File: src/rtl/elastic_pipe_pkg.sv
// Shared helpers for the elastic pipeline: occupancy arithmetic.
package elastic_pipe_pkg;

    function automatic int occ_step(input int occ, input logic push, input logic pop);
        return occ + (push ? 1 : 0) - (pop ? 1 : 0);
    endfunction

endpackage

File: src/rtl/elastic_pipe_stage.sv
// One valid/data register slot of the elastic pipeline with its local ready term.
module elastic_pipe_stage #(
    parameter int               WIDTH      = 8,
    parameter logic [WIDTH-1:0] RESET_DATA = '0
) (
    input  logic             clk,
    input  logic             reset_n,
    input  logic             flush,
    input  logic             up_valid,
    input  logic [WIDTH-1:0] up_data,
    input  logic             dn_ready,
    output logic             valid,
    output logic [WIDTH-1:0] data,
    output logic             up_ready
);

    // An empty slot can always take a word; a full one only if it drains downstream.
    assign up_ready = !valid || dn_ready;

    always_ff @(posedge clk or negedge reset_n) begin
        if (!reset_n) begin
            valid <= 1'b0;
            data  <= RESET_DATA;
        end else if (flush) begin
            valid <= 1'b0;
            data  <= RESET_DATA;
        end else if (up_ready) begin
            valid <= up_valid;
            // Data only moves with a real word so bubbles cause no toggling.
            if (up_valid) begin
                data <= up_data;
            end
        end
    end

endmodule

File: src/rtl/elastic_pipe.sv
// Stallable fixed-latency register pipeline with flush and an occupancy count.
module elastic_pipe
    import elastic_pipe_pkg::*;
#(
    parameter int               WIDTH      = 8,
    parameter int               STAGES     = 2,
    parameter logic [WIDTH-1:0] RESET_DATA = '0
) (
    input  logic                          clk,
    input  logic                          reset_n,
    input  logic                          flush,
    input  logic                          in_valid,
    output logic                          in_ready,
    input  logic [WIDTH-1:0]              in_data,
    output logic                          out_valid,
    input  logic                          out_ready,
    output logic [WIDTH-1:0]              out_data,
    output logic [$clog2(STAGES+1)-1:0]   occupancy
);

    localparam int OCC_W = $clog2(STAGES + 1);

    // Handshake: a word moves across a port on an edge where valid and ready are
    // both high; flush drops both port readies/valids for that cycle.
    logic push;
    logic pop;

    genvar i;
    generate
        for (i = 0; i < STAGES; i++) begin : stg
            logic             up_valid;
            logic [WIDTH-1:0] up_data;
            logic             dn_ready;
            logic             valid;
            logic [WIDTH-1:0] data;
            logic             ready;

            if (i == 0) begin : g_head
                assign up_valid = in_valid;
                assign up_data  = in_data;
            end else begin : g_link
                assign up_valid = stg[i-1].valid;
                assign up_data  = stg[i-1].data;
            end

            if (i == STAGES - 1) begin : g_tail
                assign dn_ready = out_ready;
            end else begin : g_mid
                assign dn_ready = stg[i+1].ready;
            end

            elastic_pipe_stage #(
                .WIDTH      (WIDTH),
                .RESET_DATA (RESET_DATA)
            ) u_stage (
                .clk      (clk),
                .reset_n  (reset_n),
                .flush    (flush),
                .up_valid (up_valid),
                .up_data  (up_data),
                .dn_ready (dn_ready),
                .valid    (valid),
                .data     (data),
                .up_ready (ready)
            );
        end
    endgenerate

    assign in_ready  = stg[0].ready && !flush;
    assign out_valid = stg[STAGES-1].valid && !flush;
    assign out_data  = stg[STAGES-1].data;

    assign push = in_valid && in_ready;
    assign pop  = out_valid && out_ready;

    always_ff @(posedge clk or negedge reset_n) begin
        if (!reset_n) begin
            occupancy <= '0;
        end else if (flush) begin
            occupancy <= '0;
        end else begin
            occupancy <= OCC_W'(occ_step(int'(occupancy), push, pop));
        end
    end

endmodule

File: config.mk
export PLATFORM = sky130hd
export DESIGN_NAME = elastic_pipe
export DESIGN_NICKNAME = d
export VERILOG_FILES = /design/src/rtl/elastic_pipe_pkg.sv /design/src/rtl/elastic_pipe_stage.sv /design/src/rtl/elastic_pipe.sv
export SDC_FILE = /design/constraint.sdc
export NUM_CORES = 1
export LEC_CHECK = 0
export CAP_MARGIN = 20
export CORE_MARGIN = 1
export CORE_UTILIZATION = 40
export CTS_CLUSTER_SIZE = 20
export DETAILED_ROUTE_END_ITERATION = 10
export GPL_TIMING_DRIVEN = 0
export PLACE_DENSITY = 0.83
export SLEW_MARGIN = 20
export SYNTH_ARGS = -nofsm -noshare
export SYNTH_HDL_FRONTEND = slang
export SYNTH_SLANG_ARGS = --single-unit
File: constraint.sdc
create_clock -name clk -period 1.6 [get_ports clk]
set_clock_uncertainty 0.1 [all_clocks]
set_input_delay 0.32 -clock clk [delete_from_list [all_inputs] [get_ports clk]]
set_output_delay 0.32 -clock clk [all_outputs]
set_load 0.02 [all_outputs]
==> flow_summary.ini <==
[setup_path]
crit_path_top_delay_cell = dfrtp_2
critical_path_arrival_ns = 1.76
setup.worst_path.start_class = flip-flop
cp_num_buf_inv = 2
slowest_delay_ns = 0.46
path_cells = nand3b_4 -> nor3b_4 -> inv_2 -> ha_4 -> inv_2 -> ha_4 -> nor2b_2
crit_family = flip-flops
crit_type = flip-flop to flip-flop
crit_fanout = 4
worst_setup_path_end_kind = flip-flop
required_ns = 1.70

[grt]
grt-ovfl-total = 0
grt_max_degree = 21
grt_usage_pct = 18.2
grt_antenna_before_repair = 0
grt_first_pass_wirelength_mm = 3.06
grt_pass1_vias = 639

[timing]
fin_ws_ns = -0.0564
maxSlewViolCount = 0
rsz0062_at_grt = true
worstMarginPinSlew_ns = 0.845
min_period_over_period_pct = 104
fin_crit_ns = 1.66
fmaxAchievable_mhz = 604
hold_viol_final = 0
timing.slew.headroom_pct = 43.5
setup_tns_ns = -0.159
setup_violations = 3
hold_slack_ns = 0.215

[routing]
drtIter0Drc = 17
routed_wl_mm = 1.85
via_count = 692
drc = 0
final_antenna_net_count = 0
post_drt_wl_per_cell_um = 13.9
firstDrtPassIters = 4
viasPerCell = 5.20

[yosys]
syn_nets = 91
synth_largest_area_cell = dfrtp_1
syn_area_um2 = 868
synth_seq_cells = 20
synth_area_per_cell_um2 = 11.4
synth_area_leaders = dfrtp_1 (58%), a22o_1 (8.1%), a21oi_1 (6.3%)
syn_inst = 76
yosysSeqAreaShare_pct = 57.6
ys_types = 20
yosysWarnings = 0
synth_top_area_share_pct = 57.6

[floorplan]
coreArea_um2 = 2000
dieArea_um2 = 2360
fp.dieH_um = 48.6
die_x_um = 48.6
rows = 16
io_pins = 25
start_util_pct = 43.4

[outcome]
failed_checks = negative setup slack
status = finished, violations left

[power_and_ir_drop]
p_per_area_nw_per_um2 = 770
seq_power_share_pct = 58.3
pwr-share-clk_pct = 25.0
power.switching_uw = 245
swShare_pct = 26.1
pwr-share-comb_pct = 16.7
p_int_uw = 694
leakagePower_uw = 0.000592
total_power_uw = 940
vdd.ir_drop.worst_uv = 500

[final_layout]
mostFrequentLayoutCells = dfrtp_1 (19), dlygate4sd2_1 (12), a21oi_1 (10)
n_antenna_cell = 0
nFillCells = 176
final_area_um2 = 1220
layout_commonest_cell = dfrtp_1
drive_gt1_share_pct = 24.5
layout.nets = 123
areaGrowthSynthToFinish_pct = 40.5

[placed_design]
preCtsSetupSlack_ns = -0.843
place_congestion = 0.838
hpwl_mm = 1.30
place_area_um2 = 1130
port_buffers = 23

[clocking]
cts_made_buffers = 3
cts_tree = built
clk-insertion-delay-late_ns = 0.30
clkSlewWorstSetupHoldPaths_ns = 0.10
ctsHoldBuffers = 0
clock_sinks = 20
clock_path_buffers = 2
htreeDepth = 1
clockRootBuffer = clkbuf_4

[job]
max_cap_violations = 0

[min_path]
hold_path.class = primary input to flip-flop
-- metrics by stage --
| step | util (%) | cells |
|---|---|---|
| 6_report | 60.9 | 133 |
| 5_1_grt | 60.9 | 133 |
| 4_1_cts | 59.3 | 131 |
| 3_5_place_dp | 56.7 | 126 |
| 3_3_place_gp | 56.7 | 126 |
| 2_1_floorplan | - | 76 |
-- final timing paths --
| kind | start | endpoint | slack [ns] | cells after the start |
|---|---|---|---|---|
| setup / recovery | stg[1].u_stage.valid$_DFFE_PN0P_ | occupancy[0]$_DFF_PN0_ | -0.06 | 7 |
| hold / removal | flush | stg[1].u_stage.data[5]$_DFFE_PN0P_ | 0.21 | 2 |
| setup reg to reg | stg[1].u_stage.valid$_DFFE_PN0P_ | occupancy[0]$_DFF_PN0_ | -0.06 | 7 |
| hold reg to reg | stg[0].u_stage.data[1]$_DFFE_PN0P_ | stg[0].u_stage.data[1]$_DFFE_PN0P_ | 0.41 | 1 |
| max in group asynchronous | reset_n | stg[1].u_stage.valid$_DFFE_PN0P_ | 0.44 | 1 |
| min in group asynchronous | reset_n | occupancy[1]$_DFF_PN0_ | 0.39 | 1 |
-- logic make-up after synthesis --
kind of cell,Yosys count,synth area share [%]
buffers and inverters,8,3.75
AOI/OAI and AO/OA,28,20.0
xor gates and xnor gates,2,2.02
and+or+nand+nor,16,13.7
DFF,20,57.6
adders and majority gates,2,2.88
-- layout make-up --
class | instances | area, µm² | share of cell area (%)
Multi-Input combinational cell | 48 | 389 | 31.9
Sequential cell | 20 | 502 | 41.1
Timing Repair Buffer | 27 | 238 | 19.5
Buffer | 4 | 20.0 | 1.64
Inverter | 4 | 15.0 | 1.23
Tap cell | 27 | 33.8 | 2.77
Clock buffer | 3 | 22.5 | 1.85
-- power groups by stage --
stage	Combinational, µW	Sequential, µW	Clock [µW]
5_1_grt	172	551	265
3_5_place_dp	149	555	0
2_1_floorplan	63.6	563	0
3_3_place_gp	146	553	0
4_1_cts	152	547	241
6_report	157	548	235
-- layer usage --
layer	vias to the layer above	track usage [%]	share of wire, %
met4	0	10.3	2.5
li1	332	-	-
met2	28	28.6	45
met1	327	23.1	47
met3	5	4.09	5.3
met5	-	0	0
-- state kept, by name, indices dropped and copies added, names as in the netlist --
register / cells
stg.u_stage.data: 16
stg.u_stage.valid: 2
occupancy: 2
-- cells in the mapped netlist --
cell / count
nor2b_1: 2
nor3b_4: 1
clkbuf_1: 1
o21ai_0: 8
a21oi_2: 1
xor2_1: 1
and2b_4: 1
and2_2: 1
buf_1: 1
nand3b_4: 1
nor2_1: 1
xnor2_1: 1
dfrtp_1: 20
nand2b_1: 1
a21oi_1: 11
ha_1: 2
buf_2: 2
a22o_1: 8
inv_1: 4
nand3_1: 8
-- what timing repair did --
item	4_1_cts	5_1_grt
endpoints found under the setup margin	14	4
pin swaps	3	4
setup buffers	2	2
gates resized for setup	27	7
gates cloned	0	0
Note: power is estimated with default switching activity, not from simulation.
